$ cat config.mk
export PLATFORM = sky130hd
export DESIGN_NAME = branch_update_scheduler
export DESIGN_NICKNAME = d
export VERILOG_FILES = /design/src/rtl/branch_update_scheduler.sv
export SDC_FILE = /design/constraint.sdc
export NUM_CORES = 1
export LEC_CHECK = 0
export ABC_CLOCK_PERIOD_IN_PS = 3700
export CAP_MARGIN = 5
export CORE_AREA = 2 2 153 155
export CTS_CLUSTER_SIZE = 20
export DETAILED_ROUTE_END_ITERATION = 10
export DIE_AREA = 0 0 155 157
export PLACE_DENSITY = 0.86
export SLEW_MARGIN = 15
export SYNTH_ARGS = -nofsm -noshare
export SYNTH_HDL_FRONTEND = slang
export SYNTH_SLANG_ARGS = --single-unit
$ cat constraint.sdc
create_clock -name clk -period 3.7 [get_ports clk]
set_input_delay 0.925 -clock clk [delete_from_list [all_inputs] [get_ports clk]]
set_output_delay 0.925 -clock clk [all_outputs]
set_load 0.05 [all_outputs]
$ cat src/rtl/branch_update_scheduler.sv
// ============================================================================
// Module   : branch_update_scheduler
// Purpose  : Queues EX branch resolutions and issues at most one predictor/BTB
//            update per cycle. Optional macro BUPD_BYPASS_EN adds a same-cycle
//            issue path when the queue is idle and empty.
// Revision : 1.0 - initial release
// ============================================================================
`default_nettype none

module branch_update_scheduler #(
    parameter int DATA_WIDTH = 32,
    parameter int DEPTH      = 4,
    parameter int CNT_WIDTH  = 3
) (
    input  logic                  clk,
    input  logic                  rst,
    input  logic                  in_valid,
    output logic                  in_ready,
    input  logic                  in_is_cond,
    input  logic                  in_taken,
    input  logic [DATA_WIDTH-1:0] in_pc,
    input  logic [DATA_WIDTH-1:0] in_target,
    input  logic                  flush,
    output logic                  update_predictor,
    output logic                  update_btb,
    output logic                  actually_taken,
    output logic [DATA_WIDTH-1:0] resolved_pc,
    output logic [DATA_WIDTH-1:0] resolved_pc_target,
    output logic [CNT_WIDTH-1:0]  count
);

    localparam int c_PTR_W   = $clog2(DEPTH);
    localparam int c_ENTRY_W = 2 * DATA_WIDTH + 2;
    localparam logic [CNT_WIDTH-1:0] c_FULL = CNT_WIDTH'(DEPTH);
    localparam logic [CNT_WIDTH-1:0] c_ONE  = CNT_WIDTH'(1);

    localparam logic [1:0] c_IDLE  = 2'd0;
    localparam logic [1:0] c_DRAIN = 2'd1;
    localparam logic [1:0] c_FLUSH = 2'd2;

    logic [c_ENTRY_W-1:0]  r_mem [DEPTH];
    logic [c_PTR_W-1:0]    r_wptr;
    logic [c_PTR_W-1:0]    r_rptr;
    logic [CNT_WIDTH-1:0]  r_count;
    logic [1:0]            r_state;
    logic                  r_upd_pred;
    logic                  r_upd_btb;
    logic                  r_taken;
    logic [DATA_WIDTH-1:0] r_pc;
    logic [DATA_WIDTH-1:0] r_tgt;

    logic                  w_in_ready;
    logic                  w_bypass;
    logic                  w_push;
    logic                  w_pop;
    logic [c_ENTRY_W-1:0]  w_head;

    assign w_in_ready = (r_count < c_FULL) && (r_state != c_FLUSH);

`ifdef BUPD_BYPASS_EN
    // IDLE implies an empty queue, so the incoming entry can go straight out.
    assign w_bypass = in_valid && (r_state == c_IDLE) && !flush;
`else
    assign w_bypass = 1'b0;
`endif

    assign w_push = in_valid && w_in_ready && !flush && !w_bypass;
    assign w_pop  = (r_state == c_DRAIN) && (r_count != '0) && !flush;
    assign w_head = r_mem[r_rptr];

    always_ff @(posedge clk) begin
        if (w_push) begin
            r_mem[r_wptr] <= {in_is_cond, in_taken, in_pc, in_target};
        end
    end

    always_ff @(posedge clk) begin
        if (rst) begin
            r_wptr  <= '0;
            r_rptr  <= '0;
            r_count <= '0;
            r_state <= c_IDLE;
        end else if (flush) begin
            r_wptr  <= '0;
            r_rptr  <= '0;
            r_count <= '0;
            r_state <= c_FLUSH;
        end else begin
            if (w_push) begin
                r_wptr <= r_wptr + 1'b1;
            end
            if (w_pop) begin
                r_rptr <= r_rptr + 1'b1;
            end
            if (w_push && !w_pop) begin
                r_count <= r_count + 1'b1;
            end else if (w_pop && !w_push) begin
                r_count <= r_count - 1'b1;
            end
            case (r_state)
                c_IDLE:  if (w_push) r_state <= c_DRAIN;
                c_DRAIN: if (w_pop && !w_push && (r_count == c_ONE)) r_state <= c_IDLE;
                default: r_state <= c_IDLE;
            endcase
        end
    end

    always_ff @(posedge clk) begin
        if (rst) begin
            r_upd_pred <= 1'b0;
            r_upd_btb  <= 1'b0;
            r_taken    <= 1'b0;
            r_pc       <= '0;
            r_tgt      <= '0;
        end else if (w_pop) begin
            r_upd_pred <= w_head[c_ENTRY_W-1];
            r_upd_btb  <= w_head[c_ENTRY_W-2];
            r_taken    <= w_head[c_ENTRY_W-2];
            r_pc       <= w_head[2*DATA_WIDTH-1:DATA_WIDTH];
            r_tgt      <= w_head[DATA_WIDTH-1:0];
        end else begin
            r_upd_pred <= 1'b0;
            r_upd_btb  <= 1'b0;
            // A bypassed entry leaves its data on the outputs once issued.
            if (w_bypass) begin
                r_taken <= in_taken;
                r_pc    <= in_pc;
                r_tgt   <= in_target;
            end
        end
    end

    assign in_ready           = w_in_ready;
    assign count              = r_count;
    assign update_predictor   = w_bypass ? in_is_cond : r_upd_pred;
    assign update_btb         = w_bypass ? in_taken   : r_upd_btb;
    assign actually_taken     = w_bypass ? in_taken   : r_taken;
    assign resolved_pc        = w_bypass ? in_pc      : r_pc;
    assign resolved_pc_target = w_bypass ? in_target  : r_tgt;

endmodule

`default_nettype wire

Word level (Yosys, flattened, before mapping)
Memories as Yosys holds them, arrays and structs flattened. A register that Yosys moved wholly into a read port is not among the register bits.
Cells that the tools add are included.
W data, S select, Z words.
{ "totals": {"input_bits": 70, "mem_bits_rw": 264, "n_memories": 1, "wordCells": 52, "reg_bits": 76} }
{ "memory_table": {"columns": ["memory", "depth", "width", "rd", "rd_clocked_by_memory_dff", "wr", "line_no", "text"], "rows": [
  ["r_mem", 4, 66, 1, 1, 1, "41", "logic [c_ENTRY_W-1:0] r_mem [DEPTH];"]
]} }
{ "classes": {"n_addsub": 4, "n_reduce_logical": 18, "n_lt_le_gt_ge": 1, "bitwise": 1, "n_eq_ne": 7, "n_mux": 10} }
{ "ops": {"columns": ["op", "n"], "rows": [
  ["$mux W2", 5],
  ["$logic_and A1 B1 Y1", 8],
  ["$mux W3", 2],
  ["$add A2 B1 Y2 const B", 2],
  ["$ne A2 B2 Y1 const B", 2],
  ["$pmux W2 S2", 1],
  ["$reduce_and A2 Y1", 2],
  ["$reduce_or A2 Y1", 2],
  ["$add A3 B1 Y3 const B", 1],
  ["$eq A3 B1 Y1 const B", 1],
  ["$logic_not A1 Y1", 3],
  ["$lt A3 B3 Y1 const B", 1],
  ["$ne A3 B2 Y1 const B", 1],
  ["$ne A3 B3 Y1 const B", 1],
  ["$reduce_bool A3 Y1", 1],
  ["$sub A3 B1 Y3 const B", 1],
  ["$eq A2 B1 Y1 const B", 1],
  ["$logic_not A2 Y1", 1],
  ["$mux W1", 2],
  ["$ne A2 B1 Y1 const B", 1],
  ["$reduce_bool A2 Y1", 1],
  ["$not A1 Y1", 1]
]} }

Depth between registers and ports, before layout
Gate-level depths: netlist of run 1.
{ "depth": {"word_depth": 10, "ltp_mapped": 9, "ltp_nobuf": 9} }

Worst setup path before layout of run 1
Ideal clock, no wire load.
{ "synth_timing": {"path_kind": "input port to flip-flop", "startpoint": "in in_valid", "endpoint": "mem r_mem[1][0] (netlist name), enable pin", "arrival_time_ns": 3.004, "setup_ns": 0.431, "path_slack_ns": 0.265, "cell_stages": 3, "cell_sequence": "inv_1 -> nor4_2 -> and2_1"} }
{ "synth_between": {"elab_chain_cells": 4} }
{ "synth_lines": {"columns": ["element", "line_no", "text"], "rows": [
  ["start, declared", "17", "input logic in_valid,"],
  ["$logic_and A1 B1 Y1 (2 in series)", "67", "assign w_push = in_valid && w_in_ready && !flush && !w_bypass;"],
  ["net w_push", "54", "logic w_push;"],
  ["$mux W1", "72", "if (w_push) begin"],
  ["$mux W1 (implied by the code)", "73", "r_mem[r_wptr] <= {in_is_cond, in_taken, in_pc, in_target};"],
  ["end, declared", "41", null]
]} }
The timed path passes the listed nets, and every way through them passes these cells.

Worst setup path in the final report of run 1
{ "layout_timing": {"startpoint": "reg r_state[1]", "endpoint": "out in_ready"} }
{ "layout_between": {"elab_chain_cells": 2} }
{ "layout_lines": {"columns": ["element", "line_no", "text"], "rows": [
  ["start, declared", "45", "logic [1:0] r_state;"],
  ["start signal, assigned", "82", "r_state <= c_IDLE;"],
  ["start signal, assigned", "87", "r_state <= c_FLUSH;"],
  ["start signal, assigned", "101", "c_IDLE: if (w_push) r_state <= c_DRAIN;"],
  ["$ne A2 B2 Y1", "58", "assign w_in_ready = (r_count < c_FULL) && (r_state != c_FLUSH);"],
  ["$logic_and A1 B1 Y1", "58", null],
  ["end, declared", "18", "output logic in_ready,"]
]} }
Every way passes these cells.

==> results.json, run 1 <==
{
  "grt_pass1_vias": 6605,
  "layout.nets": 806,
  "clockBufferDepth": 3,
  "status": "completed",
  "cts-hold-fix-buffers": 0,
  "syn2layout_area_growth_pct": 22.8,
  "dp_hpwl_um": 15100,
  "synth_cell_type_count": 36,
  "cts_root_buffer": "clkbuf_16",
  "worstRegToRegCells": 9,
  "cts_max_level": 2,
  "dpl_worst_slack_ns": 0.386,
  "max_freq_ghz": 0.336,
  "synth-main-ff-cell": "edfxtp_1",
  "grt_pass1_wl_um": 38200,
  "postCtsSetupBuffers": 0,
  "first_pass_iters": 5,
  "power_frac_comb": 0.032,
  "vias_per_cell": 5.91,
  "fin_cells": 1039,
  "seq_power_share": 0.540,
  "yosysTopAreaCellShare": 0.646,
  "maxSlewHeadroom": 0.344,
  "cts_tree": "yes",
  "whs_ns": 0.479,
  "setup_slack_ns": 0.723,
  "cap_violations": 0,
  "route.vias.total": 6137,
  "cp.required_ns": 2.77,
  "grt_setup_unrepaired": "no",
  "min_path_type": "flip-flop to flip-flop",
  "setup.worst_path.end_class": "output pin",
  "wl_per_cell_um": 24.2,
  "grt_start_max_net_pins": 68,
  "dieArea_sq_mm": 0.0243,
  "gp_congestion": 0.786,
  "die_w_um": 155,
  "netlist_instances": 566,
  "postLayoutCellArea_sq_mm": 0.0151,
  "cts_buffers": 34,
  "synth-seq-cells": 342,
  "num_rows": 55,
  "fp.coreArea_sq_mm": 0.0225,
  "p_per_area_mw_per_mm2": 515,
  "fin_crit_ns": 2.98,
  "crit_type": "flip-flop to output pin",
  "drive_above_1_share": 0.186,
  "clkPwrFrac": 0.428,
  "ys.warnings.count": 0,
  "hold_viol": 0,
  "seq_area_frac_synth": 0.773,
  "hold_path_depth": 1,
  "routed_wl_um": 25200,
  "initial_utilization": 0.546,
  "setup_viol": 0,
  "p_leak_uw": 0.00490,
  "timing.final.crit_share": 0.805,
  "ctsResizeCount": 0,
  "syn-cell-area_sq_mm": 0.0123,
  "finalMaxSlewViolations": 0,
  "setup_tns_ns": 0,
  "drc": 0,
  "worst_pin_slew_ns": 0.984,
  "insertion_delay_ns": 0.52,
  "io_pins": 141,
  "synth.most_common_cell": "edfxtp_1",
  "synth.avg_cell_area_sq_um": 21.7,
  "power_switching_uw": 1560,
  "skew_ns": 0.0257,
  "ant_nets": 0,
  "antenna_found_initial": 0,
  "placedCellCount": 975,
  "clock_sinks": 342,
  "groute.usage.overall": 0.208,
  "synth-edff-count": 264,
  "io_buffers": 140,
  "dr.first_iter.drc_count": 502,
  "vdd_ir_drop_max_mv": 0.365,
  "grt-ovfl-total": 0,
  "worstPathArrival_ns": 2.05,
  "synth.area.top_cells": "edfxtp_1 65%, dfxtp_1 13%, mux4_2 12%",
  "synth_common_cells": "264 x edfxtp_1, 78 x dfxtp_1, 66 x mux4_2",
  "dpl_cell_area_sq_mm": 0.0140,
  "cp-start-kind": "flip-flop",
  "async_flop_share": 0,
  "intPower_uw": 6210,
  "yosys.area.top_type": "edfxtp_1",
  "cp_max_fo": 6,
  "dieHeight_um": 157,
  "clk_pin_slew_worst_paths_ns": 0.06,
  "synth_fp_nets": 646,
  "sw_frac_of_total": 0.200
}
[cells in the final DEF, fill, tap and decap left out, types with 2 or more instances in the layout]
cell type and instances:
dfxtp_1 76, inv_1 9, nand2b_1 2, nor2_1 7, clkinv_1 4, and2_1 2, buf_12 7, a21oi_1 5
buf_4 6, mux4_2 66, clkinv_2 8, clkbuf_1 8, nor2b_1 2, clkinv_8 2, o31ai_1 3, edfxtp_1 264
a22o_1 64, clkdlybuf4s50_1 140, clkbuf_16 35, dfxtp_4 2, or4_1 2, diode_2 2, bufinv_16 2, mux2i_1 2
and2_4 4, ha_1 10
[registers in the layout, summed over array words and instances, names as in the netlist, named ones only]
| name | cells |
|---|---|
| actually_taken | 1 |
| count | 3 |
| r_mem | 264 |
| r_rptr | 2 |
| r_state | 2 |
| r_wptr | 2 |
| resolved_pc | 32 |
| resolved_pc_target | 32 |
| update_btb | 1 |
| update_predictor | 1 |
[layer usage]
metal | GRT usage | routed length (um) | vias up
met5 | 0 | 0 | -
met4 | 0.0820 | 749 | 0
met3 | 0.0391 | 1410 | 53
met2 | 0.353 | 13000 | 237
met1 | 0.269 | 10000 | 3179
li1 | - | - | 2668
[path summary, 6_finish.rpt]
kind	from	endpoint	slack, ns
max	r_state[1]$_SDFFE_PP0P_	in_ready	0.72
min	resolved_pc_target[0]$_SDFFE_PP0P_	resolved_pc_target[0]$_SDFFE_PP0P_	0.48
max reg2reg	count[0]$_SDFFE_PP0P_	count[2]$_SDFFE_PP0P_	1.20
min reg2reg	resolved_pc_target[0]$_SDFFE_PP0P_	resolved_pc_target[0]$_SDFFE_PP0P_	0.48
[worst max-delay path, stage by stage (launching register included)]
cell and delay [ns]:
dfxtp_1 0.37, nor2b_1 0.39, nor2_1 0.08, clkdlybuf4s50_1 0.72
[stage by stage]
stage,total power (uW),util
final,7770,0.670
after floorplan,4380,-
after global placement,4510,0.622
after CTS,7800,0.670
after global routing,7960,0.670
after detailed placement,4520,0.622
[cell families (layout without fill, tap and decap cells)]
kind of cell	Yosys count	in the layout	share of synthesized area
buf+inv	38	224	0.0232
xor+xnor	2	2	0.00143
flops	342	342	0.773
fa+ha+maj	10	10	0.0102
mux	69	69	0.124
other cells	0	2	0
compound gates	76	76	0.0532
simple gates	29	29	0.0155
[cell type report]
cell class | instances | area, sq um
multi-input cells | 186 | 2520
inverters | 9 | 33.8
fillers | 1389 | 7420
well taps | 285 | 357
flip-flops and latches | 342 | 9500
clock buffers | 44 | 920
clock inverters | 18 | 164
diodes | 2 | 5.00
repair buffers | 153 | 1590
[power groups by stage]
stage	combinational, uW	sequential, uW	clock, uW
2_1_floorplan	92.2	4280	0
3_3_place_gp	236	4270	0
3_5_place_dp	247	4280	0
4_1_cts	251	4200	3360
5_1_grt	264	4200	3490
6_report	249	4200	3320
Power figures use the tool's default switching activity.
==> run 2: changes to the inputs <==
ABC_CLOCK_PERIOD_IN_PS = 2500   (was 3700)
CORE_AREA = 2 2 160 162   (was 2 2 153 155)
DIE_AREA = 0 0 162 164   (was 0 0 155 157)
PLACE_DENSITY = 0.84   (was 0.86)
clock period = 2.5 ns   (was 3.7 ns; I/O delays follow)
==> run 2 against run 1 <==
Cell count up 6.3%. Flip-flop and latch count unchanged. Sequential power up 48%. Utilization down 4.9 points. Count of clock-buffer cells in the layout up 7. First-iteration DRC count down 7.4%. Design area up 2.3%. Setup slack worse by 0.61 ns. Critical path depth down 1. Global-route usage down 2.5 points. Power up 48%. Critical path type unchanged. Critical endpoint is now count[0].
==> results.json, run 2 (synthesis gave the netlist of run 1 again) <==
{
  "timing.final.crit_share": 0.956,
  "cts_root_buffer": "clkbuf_16",
  "vdd_ir_drop_max_mv": 0.655,
  "num_rows": 58,
  "dieArea_sq_mm": 0.0266,
  "dp_hpwl_um": 15000,
  "dr.first_iter.drc_count": 465,
  "finalMaxSlewViolations": 0,
  "p_total_uw": 11500,
  "hold_viol": 0,
  "maxSlewHeadroom": 0.599,
  "initial_utilization": 0.495,
  "cts_max_level": 2,
  "slowest_delay_ns": 0.81,
  "insertion_delay_ns": 0.51,
  "vias_per_cell": 5.51,
  "clk_pin_slew_worst_paths_ns": 0.06,
  "ctsResizeCount": 2,
  "crit_chain": "buf_4 -> clkdlybuf4s50_1",
  "fill_cells": 1692,
  "worstPathArrival_ns": 1.76,
  "io_pins": 141,
  "clock_sinks": 342,
  "grt_start_max_net_pins": 40,
  "first_pass_iters": 5,
  "grt_setup_unrepaired": "no",
  "drive_above_1_share": 0.202,
  "p_leak_uw": 0.00505,
  "whs_ns": 0.478,
  "io_buffers": 140,
  "route.vias.total": 6088,
  "routed_wl_um": 23900,
  "fp.coreArea_sq_mm": 0.0248,
  "layout_common_cells": "264 x edfxtp_1, 138 x clkdlybuf4s50_1, 76 x dfxtp_1, 66 x mux4_2, 64 x a22o_1",
  "cts_tree": "yes",
  "cts-hold-fix-buffers": 0,
  "cap_violations": 0,
  "crit_type": "flip-flop to output pin",
  "setup_viol": 0,
  "max_freq_ghz": 0.418,
  "cp.required_ns": 1.88,
  "antenna_found_initial": 0,
  "syn2layout_area_growth_pct": 25.7,
  "final_common_cell": "edfxtp_1",
  "cp_max_fo": 4,
  "slowest_stage": "clkdlybuf4s50_1",
  "min_path_type": "flip-flop to flip-flop",
  "postCtsSetupBuffers": 0,
  "gp_congestion": 0.771,
  "layout.nets": 826,
  "skew_ns": 0.0180,
  "groute.usage.overall": 0.183,
  "p_per_area_mw_per_mm2": 748,
  "drc": 0,
  "top_register": "r_mem",
  "cp-start-kind": "flip-flop",
  "cts_buffers": 34,
  "grt_pass1_vias": 6446,
  "grt_pass1_wl_um": 36900,
  "dieHeight_um": 164,
  "setup.worst_path.end_class": "output pin",
  "grt-ovfl-total": 0,
  "ant_nets": 0,
  "status": "completed",
  "fin_crit_ns": 2.39,
  "wl_per_cell_um": 21.6,
  "die_w_um": 162,
  "clockBufferDepth": 3,
  "largest_register_ffs": 264,
  "worst_pin_slew_ns": 0.599
}
-- run 2: final timing paths --
kind	start	end	slack, ns	depth (start not counted)
hold reg to reg	resolved_pc[31]$_SDFFE_PP0P_	resolved_pc[31]$_SDFFE_PP0P_	0.48	1
hold / removal	resolved_pc[31]$_SDFFE_PP0P_	resolved_pc[31]$_SDFFE_PP0P_	0.48	1
setup reg to reg	count[1]$_SDFFE_PP0P_	count[2]$_SDFFE_PP0P_	0.17	9
setup / recovery	count[0]$_SDFFE_PP0P_	count[0]	0.11	2
-- run 2: cell type report --
type,instances,area (sq um),share of cell area
Clock inverter,11,124,0.00803
Clock buffer,51,977,0.0633
Multi-Input combinational cell,186,2520,0.163
Antenna cell,2,5.00,0.000324
Sequential cell,342,9500,0.616
Tap cell,330,413,0.0268
Inverter,9,33.8,0.00219
Timing Repair Buffer,173,1860,0.121
-- run 2: worst max-delay path: cells and delay by family, from the launching register on --
kind,cells,cell delay [ns]
buffers and inverters,2,0.94
DFF,1,0.32
-- run 2: layer usage --
metal,track usage,part of all wire,wire length [um]
met1,0.246,0.42,9970
met2,0.304,0.50,12000
met3,0.0396,0.060,1450
met4,0.0567,0.018,432
met5,0,0,0
-- run 2: report_power, final --
group | switching, uW | internal, uW | total (uW)
registers | 20.1 | 6190 | 6210
logic | 192 | 190 | 382
clock network | 2020 | 2930 | 4950
total | 2230 | 9310 | 11500
-- run 2: metrics by stage --
stage          instance area (sq um)  utilization  TNS (ns)  setup WS (ns)  cells
2_1_floorplan                  12300            -         0         0.0107    566
3_3_place_gp                   14300        0.577         0         0.0578   1040
3_5_place_dp                   14300        0.577  -0.00326       -0.00326   1040
4_1_cts                        15400        0.621         0         0.0756   1102
5_1_grt                        15400        0.621         0         0.0171   1102
6_report                       15400        0.622         0          0.110   1104
==> run 3: changes to the inputs <==
CTS_CLUSTER_SIZE = unset   (was 20)
TNS_END_PERCENT = 10   (was unset)
==> run 3 against run 2 <==
Setup slack better by 0.014 ns. Sequential share of layout area rose by 0.82 points. Sequential power about the same. Clock skew decreased by 0.0036 ns. Non-clock buffer count decreased by 10. Flip-flop and latch count unchanged. First-iteration DRC count up 8.4%. Critical endpoint unchanged.
==> results.json, run 3 (synthesis gave the netlist of run 1 again) <==
{
  "status": "completed",
  "grt_setup_unrepaired": "no",
  "fp.coreArea_sq_mm": 0.0248,
  "worstPathArrival_ns": 1.75,
  "wl_met3_um": 1690,
  "hold_viol": 0,
  "vdd_ir_drop_max_mv": 0.423,
  "ctsResizeCount": 2,
  "crit_chain": "buf_4 -> clkdlybuf4s50_1",
  "worst_pin_slew_ns": 0.594,
  "layout.nets": 816,
  "top_register": "r_mem",
  "dp_hpwl_um": 14700,
  "drc": 0,
  "layout_common_cells": "264 x edfxtp_1, 138 x clkdlybuf4s50_1, 76 x dfxtp_1, 66 x mux4_2, 64 x a22o_1",
  "grt_pass1_vias": 6171,
  "dpl_cell_area_sq_mm": 0.0142,
  "timing.final.crit_share": 0.950,
  "p_total_uw": 11400,
  "grt_start_max_net_pins": 68,
  "slowest_delay_ns": 0.79,
  "final_common_cell": "edfxtp_1",
  "cts_root_buffer": "clkbuf_16",
  "max_freq_ghz": 0.421,
  "cts_tree": "yes",
  "cts_buffers": 34,
  "initial_utilization": 0.495,
  "groute.usage.overall": 0.182,
  "met2_length_um": 11600,
  "cap_violations": 0,
  "placedCellCount": 1030,
  "slowest_stage": "clkdlybuf4s50_1",
  "postLayoutCellArea_sq_mm": 0.0152,
  "top_layer": "met4",
  "p_per_area_mw_per_mm2": 747,
  "cp.required_ns": 1.88,
  "maxSlewHeadroom": 0.604,
  "dr.first_iter.drc_count": 504,
  "antenna_found_initial": 1,
  "ant_nets": 0,
  "crit_type": "flip-flop to output pin",
  "cts-hold-fix-buffers": 0,
  "postCtsSetupBuffers": 0,
  "dieArea_sq_mm": 0.0266,
  "clk_pin_slew_worst_paths_ns": 0.06,
  "grt-ovfl-total": 0,
  "fin_crit_ns": 2.38,
  "setup_viol": 0,
  "syn2layout_area_growth_pct": 24.0,
  "io_buffers": 140,
  "finalMaxSlewViolations": 0,
  "setup.worst_path.end_class": "output pin",
  "fill_cells": 1713,
  "largest_register_ffs": 264,
  "cp-start-kind": "flip-flop",
  "vias_per_cell": 5.52,
  "fin_cells": 1092,
  "gp_congestion": 0.759,
  "setup_tns_ns": 0,
  "wl_per_cell_um": 21.7,
  "skew_ns": 0.0144,
  "cp_top_family": "buffers and inverters",
  "wl_met1_um": 9880,
  "insertion_delay_ns": 0.50,
  "cp_max_fo": 4,
  "min_path_type": "flip-flop to flip-flop",
  "path_buf_inv": 2,
  "dieHeight_um": 164,
  "grt_pass1_wl_um": 36300,
  "num_rows": 58,
  "first_pass_iters": 5,
  "routed_wl_um": 23700,
  "clockBufferDepth": 3,
  "clock_sinks": 342,
  "die_w_um": 162,
  "io_pins": 141,
  "p_leak_uw": 0.00495,
  "drive_above_1_share": 0.192,
  "cts_max_level": 2,
  "route.vias.total": 6032
}
run 3: final timing paths:
check	startpoint	slack, ns	end	cells past startpoint
max	count[0]$_SDFFE_PP0P_	0.12	count[0]	2
min	resolved_pc[31]$_SDFFE_PP0P_	0.48	resolved_pc[31]$_SDFFE_PP0P_	1
max reg2reg	count[1]$_SDFFE_PP0P_	0.27	count[2]$_SDFFE_PP0P_	9
min reg2reg	resolved_pc[31]$_SDFFE_PP0P_	0.48	resolved_pc[31]$_SDFFE_PP0P_	1
run 3: cell type report:
cell class                 count  area, sq um  share of cell area
antenna                        1         2.50            0.000164
clock buffer                  48          935              0.0614
clock inverter                13          114             0.00748
inverter                       9         33.8             0.00222
multi-input combinational    186         2520               0.166
sequential                   342         9500               0.624
tap                          330          413              0.0271
timing repair buffer         163         1710               0.112
run 3: where the power goes:
group	leakage (uW)	switching, uW	internal [uW]
sequential	0.00302	21.4	6190
clock	0.000515	1970	2820
combinational	0.00142	194	184
total	0.00495	2190	9190
run 3: metrics by stage:
step	hold slack, ns	util	setup slack, ns
after floorplan	0.476	-	-0.692
after global placement	0.464	0.571	0.0513
after detailed placement	0.461	0.571	0.0558
after CTS	0.481	0.613	0.101
after global routing	0.493	0.613	0.0639
final	0.477	0.613	0.124
run 3: per-layer routing:
| layer | track usage | vias to the layer above |
|---|---|---|
| li1 | - | 2679 |
| met1 | 0.254 | 3099 |
| met2 | 0.291 | 216 |
| met3 | 0.0402 | 38 |
| met4 | 0.0563 | 0 |
| met5 | 0 | - |
run 3: worst reg2reg max path, cell delays in order, from the launching register on:
cell	delay (ns)
dfxtp_1	0.41
inv_1	0.10
ha_1	0.23
and2b_1	0.23
nor3_1	0.29
inv_1	0.10
ha_1	0.23
mux2i_1	0.14
or3_1	0.30
a21oi_1	0.14
